==> src/rtl/quad_encoder_gen_if.sv <==
// Step-command channel for quad_encoder_gen: direction + detent count over valid/ready.
interface quad_encoder_gen_if #(
  parameter int unsigned CNT_W = 8
);
  logic             Step_Valid;
  logic             Step_Ready;
  logic             Step_Dir;
  logic [CNT_W-1:0] Step_Count;

  modport master (output Step_Valid, output Step_Dir, output Step_Count, input Step_Ready);
  modport slave  (input Step_Valid, input Step_Dir, input Step_Count, output Step_Ready);
endinterface

==> src/rtl/quad_encoder_gen.sv <==
// Quadrature generator: drives Rot_A/Rot_B like a mechanical rotary encoder (rest level 11).
// Optional contact bounce on every line transition is enabled with `define QUAD_BOUNCE_EN.
module quad_encoder_gen #(
  parameter int unsigned PHASE_CYCLES   = 140000,
  parameter int unsigned CNT_W          = 8,
  parameter int unsigned BOUNCE_TOGGLES = 3,
  parameter int unsigned BOUNCE_CYCLES  = 20
) (
  input  logic               Fg_Clk,
  input  logic               RESET,
  quad_encoder_gen_if.slave  step,
  input  logic               Abort,
  output logic               Rot_A,
  output logic               Rot_B,
  output logic               Busy,
  output logic               Done,
  output logic [CNT_W-1:0]   Position
);

  localparam int unsigned DW = $clog2(PHASE_CYCLES + 1);
  localparam logic [DW-1:0] DwellLast = DW'(PHASE_CYCLES - 1);

  // Glitches must fit inside one phase dwell.
  if (BOUNCE_TOGGLES * BOUNCE_CYCLES >= PHASE_CYCLES) begin : g_bounce_cfg_check
    $error("quad_encoder_gen: BOUNCE_TOGGLES * BOUNCE_CYCLES must be < PHASE_CYCLES");
  end

  typedef enum logic [1:0] {StIdle, StRun, StFinish} state_e;

  state_e           state_q, state_d;
  logic [1:0]       phase_q, phase_d;
  logic [DW-1:0]    dwell_q, dwell_d;
  logic [CNT_W-1:0] remain_q, remain_d;
  logic [CNT_W-1:0] pos_q, pos_d;
  logic             dir_q, dir_d;
  logic             abort_q, abort_d;
  logic [1:0]       rot_q, rot_d;
  logic [1:0]       pat_cur, pat_next;

  // {A,B} for one detent; CCW is the CW sequence with the channels swapped.
  function automatic logic [1:0] pattern(input logic dir, input logic [1:0] idx);
    logic [1:0] cw;
    unique case (idx)
      2'd0:    cw = 2'b10;
      2'd1:    cw = 2'b00;
      2'd2:    cw = 2'b01;
      default: cw = 2'b11;
    endcase
    return dir ? cw : {cw[0], cw[1]};
  endfunction

  always_comb begin
    state_d  = state_q;
    phase_d  = phase_q;
    dwell_d  = dwell_q;
    remain_d = remain_q;
    pos_d    = pos_q;
    dir_d    = dir_q;
    abort_d  = abort_q;
    unique case (state_q)
      StIdle: begin
        abort_d = 1'b0;
        if (step.Step_Valid) begin
          dir_d    = step.Step_Dir;
          remain_d = step.Step_Count;
          phase_d  = 2'd0;
          dwell_d  = '0;
          state_d  = (step.Step_Count == '0) ? StFinish : StRun;
        end
      end
      StRun: begin
        abort_d = abort_q | Abort;
        if (dwell_q == DwellLast) begin
          dwell_d = '0;
          if (phase_q == 2'd3) begin
            if (remain_q != '0 && !(abort_q | Abort)) begin
              phase_d = 2'd0;
            end else begin
              state_d = StFinish;
            end
          end else begin
            phase_d = phase_q + 2'd1;
            // Entering 11 completes the detent.
            if (phase_q == 2'd2) begin
              pos_d    = dir_q ? pos_q + CNT_W'(1) : pos_q - CNT_W'(1);
              remain_d = remain_q - CNT_W'(1);
            end
          end
        end else begin
          dwell_d = dwell_q + DW'(1);
        end
      end
      StFinish: begin
        state_d = StIdle;
        phase_d = 2'd0;
        dwell_d = '0;
      end
      default: state_d = StIdle;
    endcase
  end

  assign pat_cur  = (state_q == StRun) ? pattern(dir_q, phase_q) : 2'b11;
  assign pat_next = (state_d == StRun) ? pattern(dir_d, phase_d) : 2'b11;

`ifdef QUAD_BOUNCE_EN
  localparam int unsigned LvlW = (BOUNCE_TOGGLES > 0) ? $clog2(BOUNCE_TOGGLES + 1) : 1;
  localparam int unsigned CycW = (BOUNCE_CYCLES > 1) ? $clog2(BOUNCE_CYCLES) : 1;
  localparam logic [CycW-1:0] CycLast = CycW'(BOUNCE_CYCLES - 1);

  logic [LvlW-1:0] lvl_q, lvl_d;
  logic [CycW-1:0] bcyc_q, bcyc_d;
  logic            odd_q, odd_d;
  logic [1:0]      old_q, old_d;

  // Glitch levels alternate new/old starting with new; odd levels show the pre-transition value.
  always_comb begin
    lvl_d  = lvl_q;
    bcyc_d = bcyc_q;
    odd_d  = odd_q;
    old_d  = old_q;
    if (pat_next != pat_cur) begin
      lvl_d  = LvlW'(BOUNCE_TOGGLES);
      bcyc_d = '0;
      odd_d  = 1'b0;
      old_d  = pat_cur;
    end else if (lvl_q != '0) begin
      if (bcyc_q == CycLast) begin
        bcyc_d = '0;
        lvl_d  = lvl_q - LvlW'(1);
        odd_d  = ~odd_q;
      end else begin
        bcyc_d = bcyc_q + CycW'(1);
      end
    end
    rot_d = (lvl_d != '0 && odd_d) ? old_d : pat_next;
  end

  always_ff @(posedge Fg_Clk or posedge RESET) begin
    if (RESET) begin
      lvl_q  <= '0;
      bcyc_q <= '0;
      odd_q  <= 1'b0;
      old_q  <= 2'b11;
    end else begin
      lvl_q  <= lvl_d;
      bcyc_q <= bcyc_d;
      odd_q  <= odd_d;
      old_q  <= old_d;
    end
  end
`else
  assign rot_d = pat_next;
`endif

  always_ff @(posedge Fg_Clk or posedge RESET) begin
    if (RESET) begin
      state_q  <= StIdle;
      phase_q  <= 2'd0;
      dwell_q  <= '0;
      remain_q <= '0;
      pos_q    <= '0;
      dir_q    <= 1'b0;
      abort_q  <= 1'b0;
      rot_q    <= 2'b11;
    end else begin
      state_q  <= state_d;
      phase_q  <= phase_d;
      dwell_q  <= dwell_d;
      remain_q <= remain_d;
      pos_q    <= pos_d;
      dir_q    <= dir_d;
      abort_q  <= abort_d;
      rot_q    <= rot_d;
    end
  end

  assign Rot_A           = rot_q[1];
  assign Rot_B           = rot_q[0];
  assign Position        = pos_q;
  assign Busy            = (state_q != StIdle);
  assign Done            = (state_q == StFinish);
  assign step.Step_Ready = (state_q == StIdle);

endmodule

==> src/flat_wrapper.sv <==
// flat-port wrapper written by rule: the top's interface ports become plain ports
module quad_encoder_gen_flat 
#(
  parameter int unsigned PHASE_CYCLES   = 140000,
  parameter int unsigned CNT_W          = 8,
  parameter int unsigned BOUNCE_TOGGLES = 3,
  parameter int unsigned BOUNCE_CYCLES  = 20
)
  (Fg_Clk, RESET, Abort, Rot_A, Rot_B, Busy, Done, Position, step_Step_Valid, step_Step_Dir, step_Step_Count, step_Step_Ready);
  quad_encoder_gen_if #(.CNT_W(CNT_W)) step_i ();
  input  logic Fg_Clk;
  input  logic RESET;
  input  logic Abort;
  output logic Rot_A;
  output logic Rot_B;
  output logic Busy;
  output logic Done;
  output logic [CNT_W-1:0] Position;
  input wire logic [$bits(step_i.Step_Valid)-1:0] step_Step_Valid;
  input wire logic [$bits(step_i.Step_Dir)-1:0] step_Step_Dir;
  input wire logic [$bits(step_i.Step_Count)-1:0] step_Step_Count;
  output wire logic [$bits(step_i.Step_Ready)-1:0] step_Step_Ready;
  assign step_i.Step_Valid = step_Step_Valid;
  assign step_i.Step_Dir = step_Step_Dir;
  assign step_i.Step_Count = step_Step_Count;
  assign step_Step_Ready = step_i.Step_Ready;
  quad_encoder_gen #(.PHASE_CYCLES(PHASE_CYCLES), .CNT_W(CNT_W), .BOUNCE_TOGGLES(BOUNCE_TOGGLES), .BOUNCE_CYCLES(BOUNCE_CYCLES)) u_core (.Fg_Clk(Fg_Clk), .RESET(RESET), .step(step_i), .Abort(Abort), .Rot_A(Rot_A), .Rot_B(Rot_B), .Busy(Busy), .Done(Done), .Position(Position));
endmodule
==> config.mk <==
export PLATFORM = sky130hd
export DESIGN_NAME = quad_encoder_gen_flat
export DESIGN_NICKNAME = d
export VERILOG_FILES = /design/src/rtl/quad_encoder_gen_if.sv /design/src/rtl/quad_encoder_gen.sv /design/src/flat_wrapper.sv
export SDC_FILE = /design/constraint.sdc
export NUM_CORES = 1
export LEC_CHECK = 0
export BUFFER_PORTS_ARGS = -buffer_cell sky130_fd_sc_hd__buf_2
export CAP_MARGIN = 10
export CORE_ASPECT_RATIO = 0.75
export CORE_MARGIN = 2
export CORE_UTILIZATION = 47
export DETAILED_ROUTE_END_ITERATION = 8
export GPL_ROUTABILITY_DRIVEN = 0
export PLACE_DENSITY = 0.68
export SLEW_MARGIN = 0
export SYNTH_ARGS = -nofsm -noshare
export SYNTH_HDL_FRONTEND = slang
export SYNTH_SLANG_ARGS = --single-unit
export TNS_END_PERCENT = 20
==> constraint.sdc <==
create_clock -name Fg_Clk -period 2.1 [get_ports Fg_Clk]
set_clock_uncertainty 0.05 [all_clocks]
set_input_delay 0 -clock Fg_Clk [delete_from_list [all_inputs] [get_ports Fg_Clk]]
set_output_delay 0 -clock Fg_Clk [all_outputs]
set_load 0.005 [all_outputs]
### After elaboration in Yosys (flattened, before gate mapping)

Index checks and enable logic that the tools add are counted.

| word-level totals | value |
|---|---|
| bits in registers | 42 |
| bits of input ports | 13 |
| output and inout bits | 13 |
| word-level logic and storage cells | 65 |

| operators by class | value |
|---|---|
| $add $sub $neg | 5 |
| eq/ne operators | 12 |
| mux-type cells | 26 |
| bitwise operators | 2 |
| reductions and logical operators | 12 |

Operators by type and width:

| operator | count |
|---|---|
| $pmux 18 s3 | 1 |
| $mux 8 | 5 |
| $mux 18 | 2 |
| $mux 2 | 11 |
| $add 18x1->18 const B | 1 |
| $eq 18x18->1 const B | 1 |
| $pmux 8 s2 | 1 |
| $sub 8x1->8 const B | 2 |
| $pmux 2 s3 | 2 |
| $add 8x1->8 const B | 1 |
| $eq 2x2->1 const B | 4 |
| $logic_not 8->1 | 1 |
| $reduce_bool 8->1 | 1 |
| $eq 2x1->1 const B | 3 |
| $reduce_and 5->1 | 1 |
| $logic_not 2->1 | 2 |
| $ne 2x1->1 const B | 2 |
| $ne 2x2->1 const B | 2 |
| $pmux 2 s2 | 1 |
| $reduce_and 4->1 | 1 |
| $reduce_bool 2->1 | 2 |
| $reduce_bool 3->1 | 1 |
| $add 2x1->2 const B | 1 |
| $mux 1 | 2 |
| 6 further kinds | 6 |

### Logic depth before layout (Yosys ltp)

| logic depth | value |
|---|---|
| word-level depth | 11 |
| mapped depth | 11 |
| depth with buffers taken out | 11 |

### Worst setup path after synthesis

Ideal clock, no wire load.

| timing | value |
|---|---|
| kind | register to register |
| start | register u_core.dwell_q[0] |
| end | register u_core.rot_q[1] |
| library setup time | 0.078 ns |
| arrival time | 2.180 ns |
| data required time | 1.972 ns |
| slack | -0.208 ns |
| cell stages (with the launch flop) | 11 |
| path buffers | 0 |
| period minus slack after synthesis | 2.308 ns |
| cells stage by stage | dfrtp_1 > ha_1 > and4_1 > and2_2 > a21o_2 > o211ai_2 > mux2_2 > ha_1 > or2_2 > mux2i_1 > nand2_1 |

| on the way | value |
|---|---|
| longest elaborated chain between the ends | 7 |
| elaborated cells on any way between the ends | 12 |
| classes of those cells | eq/ne: 4; mux: 7; reduce/logical: 1 |

RTL lines:

| element | line | RTL |
|---|---|---|
| from (decl) | quad_encoder_gen.sv:32 | `logic [DW-1:0] dwell_q, dwell_d;` |
| from (signal assigned) | quad_encoder_gen.sv:168 | `dwell_q <= dwell_d;` |
| $eq 18x18->1 (*) | quad_encoder_gen.sv:73 | `if (dwell_q == DwellLast) begin` |
| $mux 2 (*) | quad_encoder_gen.sv:73 |  |
| $pmux 2 s3 (*) | quad_encoder_gen.sv:60 | `unique case (state_q)` |
| net u_core.phase_d[0] | quad_encoder_gen.sv:31 | `logic [1:0] phase_q, phase_d;` |
| $eq 2x2->1, or another cell as far along | quad_encoder_gen.sv:43 | `unique case (idx)` |
| $pmux 2 s3 (*) | quad_encoder_gen.sv:43 |  |
| $mux 2 (*) | quad_encoder_gen.sv:49 | `return dir ? cw : {cw[0], cw[1]};` |
| $mux 2 (*) | quad_encoder_gen.sv:103 | `assign pat_next = (state_d == StRun) ? pattern(dir_d, phase_d) : 2'b11;` |
| net u_core.pat_next[1] | quad_encoder_gen.sv:38 | `logic [1:0] pat_cur, pat_next;` |
| to (signal assigned) | quad_encoder_gen.sv:173 | `rot_q <= rot_d;` |
| to (decl) | quad_encoder_gen.sv:37 | `logic [1:0] rot_q, rot_d;` |

The timed path passes the listed nets; every way through them passes the cells marked *.
A chain may end at the register's enable or synchronous reset.

### Worst setup path in the final report

| timing | value |
|---|---|
| start | register u_core.remain_q[1] |
| end | register u_core.rot_q[1] |

| on the way | value |
|---|---|
| longest elaborated chain between the ends | 10 |
| elaborated cells on any way between the ends | 17 |
| classes of those cells | eq/ne: 3; mux: 11; reduce/logical: 3 |

RTL lines:

| element | line | RTL |
|---|---|---|
| from (decl) | quad_encoder_gen.sv:33 | `logic [CNT_W-1:0] remain_q, remain_d;` |
| from (signal assigned) | quad_encoder_gen.sv:169 | `remain_q <= remain_d;` |
| $reduce_bool 8->1 (*) | quad_encoder_gen.sv:76 | `if (remain_q != '0 && !(abort_q \| Abort)) begin` |
| $logic_and 1x1->1 (*) | quad_encoder_gen.sv:76 |  |
| $mux 2 | quad_encoder_gen.sv:76 |  |
| $mux 2 | quad_encoder_gen.sv:75 | `if (phase_q == 2'd3) begin` |
| $mux 2 | quad_encoder_gen.sv:73 |  |
| $pmux 2 s3 | quad_encoder_gen.sv:60 |  |
| $eq 2x2->1, or another cell as far along | quad_encoder_gen.sv:43 |  |
| $pmux 2 s3 | quad_encoder_gen.sv:43 |  |
| $mux 2 | quad_encoder_gen.sv:49 |  |
| $mux 2 (*) | quad_encoder_gen.sv:103 |  |
| net u_core.pat_next[1] | quad_encoder_gen.sv:38 |  |

Marks and branches as above.

==> impl_metrics.tcl <==
set metrics [dict create \
    worstPathRequired_ns 2.27 \
    rsz0062_at_grt "true" \
    grt_overflow 0 \
    period_needed_ns 2.32 \
    fin_total_pwr_w 0.00206 \
    fin_util 0.631 \
    drt-initial-drc-count 124 \
    synth-xor-area-share 0.0408 \
    drive_above_1_share 0.317 \
    vias 2344 \
    num_io_pins 26 \
    violations "negative setup slack" \
    fp-row-count 23 \
    powerDensity_nw_per_um2 612 \
    vias_per_cell 5.39 \
    start_util 0.484 \
    dpl.hpwl_um 4490 \
    fillers 480 \
    synthCells 275 \
    synthMuxAreaShare 0.0500 \
    grt_pass1_vias 2264 \
    outcome "finished with violations" \
    clkTransAtPathRegs_ns 0.08 \
    cp-end-kind "flip-flop" \
    syn_nets 301 \
    power.leakage_nw 1.62 \
    cts_max_path_buffers 2 \
    area_growth_pct 30.4 \
    numCtsBuffers 5 \
    hold_class "in -> reg" \
    cp.arrival_ns 2.49 \
    antenna_found_initial 0 \
    yosysSeqAreaShare 0.409 \
    synthDistinctLibCells 61 \
    fin_crit_sh 1.11 \
    critPathBufInv 1 \
    critPathTopFamily "simple AND/OR/NAND/NOR gates" \
    clk_latency_ns 0.29 \
    cts.sinks 42 \
    drc 0 \
    worstMarginPinSlew_ns 0.571 \
    setup_ws_ns -0.223 \
    path_cells "inv_2 > ha_2 > or4b_4 > nor2_4 > o31ai_2 > o211ai_2 > mux2i_1 > ha_2 > or2_4 > mux2i_1 > nand2_1" \
    drv_cap 0 \
    avgSynthCellArea_um2 9.36 \
    n_antenna_cell 0 \
    hold_viol_final 0 \
    synthAdderAreaFrac 0.0661 \
    final_net_count 385 \
    synth-seq-cells 42 \
    design.core.area_um2 5320 \
    firstDrtPassIters 4 \
    drv_slew 0 \
    cp_slowest_stage_delay_ns 0.49 \
    slew-limit-headroom 0.616 \
    post_cts_buffers 0 \
    slowest_stage "or4b_4" \
    post_drt_wl_per_cell_um 14.1 \
    die_area_um2 6090 \
    synthSimpleGateAreaFrac 0.210 \
    clock-root-buffer "clkbuf_8" \
    die_h_um 68.1 \
    crit_type "reg -> reg" \
    grt_pass1_wl_um 10400 \
    synth_top_family_by_area "simple AND/OR/NAND/NOR gates" \
    timing.fmax_ghz 0.431 \
    die_x_um 89.5 \
    grt_start_max_net_pins 43 \
    worst_ir_drop_vdd_v 0.000308 \
    grt_usage 0.222 \
    synth.cell_area_um2 2570 \
    synth-compound-area-share 0.190 \
    setup_viol 2 \
    ant_nets 0 \
    crit_fanout 3 \
    cts_tree "built" \
    drt-total-wl_um 6110 \
    port_buffers 25 \
    h-tree-depth 2 \
    yosys_warnings 0 \
    critPathLaunchType "flip-flop" \
]
==> timing repair <==
action,4_1_cts,5_1_grt
resized for setup,4,3
pin swaps,2,0
hold endpoints to repair,48,0
hold buffers,9,0
setup endpoints to repair,3,8
==> worst min-delay path, cell delays in order <==
cell and delay, ns:
buf_2 0.09, nor4_1 0.08, nand2_1 0.08, o22ai_1 0.06
==> cell families (layout without fill, tap and decap cells) <==
kind of cell    after synthesis  in the layout
fa+ha+maj                    13             13
flops                        42             42
xor+xnor                     12             12
mux                          12             12
simple gates                101            101
compound gates               76             76
buf+inv                      19            104
==> routing by layer <==
metal / track usage / wire length [um] / vias to the layer above
li1: - / - / 1166
met1: 0.307 / 2980 / 1119
met2: 0.369 / 2880 / 57
met3: 0.0362 / 238 / 2
met4: 0.0448 / 19 / 0
met5: 0 / 0 / -
==> path summary, 6_finish.rpt <==
kind / slack, ns / end / start / cells after the start
setup / recovery: -0.22 / u_core.rot_q[1] / u_core.remain_q[1] / 11
hold / removal: 0.01 / u_core.state_q[1] / step_Step_Count[1] / 4
setup reg to reg: -0.22 / u_core.rot_q[1] / u_core.remain_q[1] / 11
hold reg to reg: 0.42 / u_core.Position[7] / u_core.Position[7] / 1
max in group asynchronous: 1.28 / u_core.remain_q[4] / RESET / 4
min in group asynchronous: 0.34 / u_core.Position[7] / RESET / 4
==> registers in the layout, summed over array words and instances (netlist names) <==
register         cells
u_core.dir_q         1
u_core.Position      8
u_core.state_q       2
u_core.abort_q       1
u_core.remain_q      8
u_core.dwell_q      18
u_core.rot_q         2
u_core.phase_q       2
==> per-stage QoR <==
stage          setup TNS, ns  setup WS, ns  area, um^2  instances  hold WS, ns
3_3_place_gp          -0.293        -0.148        3160        418        0.114
5_1_grt               -0.760        -0.336        3360        435       0.0218
3_5_place_dp          -0.510        -0.256        3160        418        0.124
4_1_cts               -0.415        -0.209        3350        435      0.00761
2_1_floorplan         -0.258        -0.131        2590        275        0.103
6_report              -0.433        -0.223        3360        435       0.0130
==> synth_stat cells, drive strengths merged <==
library cell | instances | share of area
dfrtp | 40 | 0.39
nand2 | 33 | 0.048
o21ai | 22 | 0.043
a21oi | 21 | 0.044
nor2 | 16 | 0.027
ha | 12 | 0.058
a31oi | 11 | 0.027
inv | 10 | 0.015
nor3 | 9 | 0.017
nand3 | 8 | 0.017
mux2 | 7 | 0.031
xnor2 | 7 | 0.024
buf | 6 | 0.015
and2 | 5 | 0.013
mux2i | 5 | 0.019
nand4 | 5 | 0.012
or3 | 5 | 0.017
xor2 | 5 | 0.017
a21o | 4 | 0.012
and3 | 4 | 0.010
o31ai | 4 | 0.019
a22o | 3 | 0.010
clkbuf | 3 | 0.0044
nand2b | 3 | 0.0073
o22ai | 3 | 0.0073
dfstp | 2 | 0.020
nor3b | 2 | 0.0058
nor4 | 2 | 0.0049
o21a | 2 | 0.0058
or2 | 2 | 0.0049
a211o | 1 | 0.0034
a221o | 1 | 0.0039
a32oi | 1 | 0.0034
a41oi | 1 | 0.0034
and2b | 1 | 0.0029
and4 | 1 | 0.0034
fa | 1 | 0.0078
nand3b | 1 | 0.0029
nor4b | 1 | 0.0034
nor4bb | 1 | 0.0039
o211ai | 1 | 0.0049
o32ai | 1 | 0.0034
or2b | 1 | 0.0034
or4b | 1 | 0.0053
==> layout make-up <==
type	instances	area, um^2	area share
multi-input cells	214	1460	0.436
flip-flops and latches	42	1050	0.314
repair buffers	86	618	0.184
well taps	75	93.8	0.0279
clock buffers	7	86.3	0.0257
inverters	10	37.5	0.0112
clock inverters	1	5.00	0.00149
==> power by group <==
part | internal, W | switching [W] | leakage [nW]
logic | 0.000287 | 0.000264 | 1.05
clock network | 0.000266 | 0.000282 | 0.0482
registers | 0.000908 | 0.0000484 | 0.530
total | 0.00146 | 0.000594 | 1.62
==> cells in the final DEF (no fill, tap or decap), drive strengths merged, types with 2 or more instances in the layout <==
cell | Yosys | routed
or3 | 5 | 5
xor2 | 5 | 5
nor4 | 2 | 2
o21a | 2 | 2
a21oi | 21 | 21
mux2i | 5 | 5
o31ai | 4 | 4
dfrtp | 40 | 40
nor3b | 2 | 2
nand3 | 8 | 8
a31oi | 11 | 11
a22o | 3 | 3
xnor2 | 7 | 7
and3 | 4 | 4
o22ai | 3 | 3
ha | 12 | 12
dlygate4sd3 | 0 | 9
nor3 | 9 | 9
and2 | 5 | 5
mux2 | 7 | 7
inv | 10 | 10
dfstp | 2 | 2
nand2 | 33 | 33
buf | 6 | 77
nand4 | 5 | 5
a21o | 4 | 4
nor2 | 16 | 16
or2 | 2 | 2
o21ai | 22 | 22
nand2b | 3 | 3
clkbuf | 3 | 7
(Power assumes the default switching activity.)
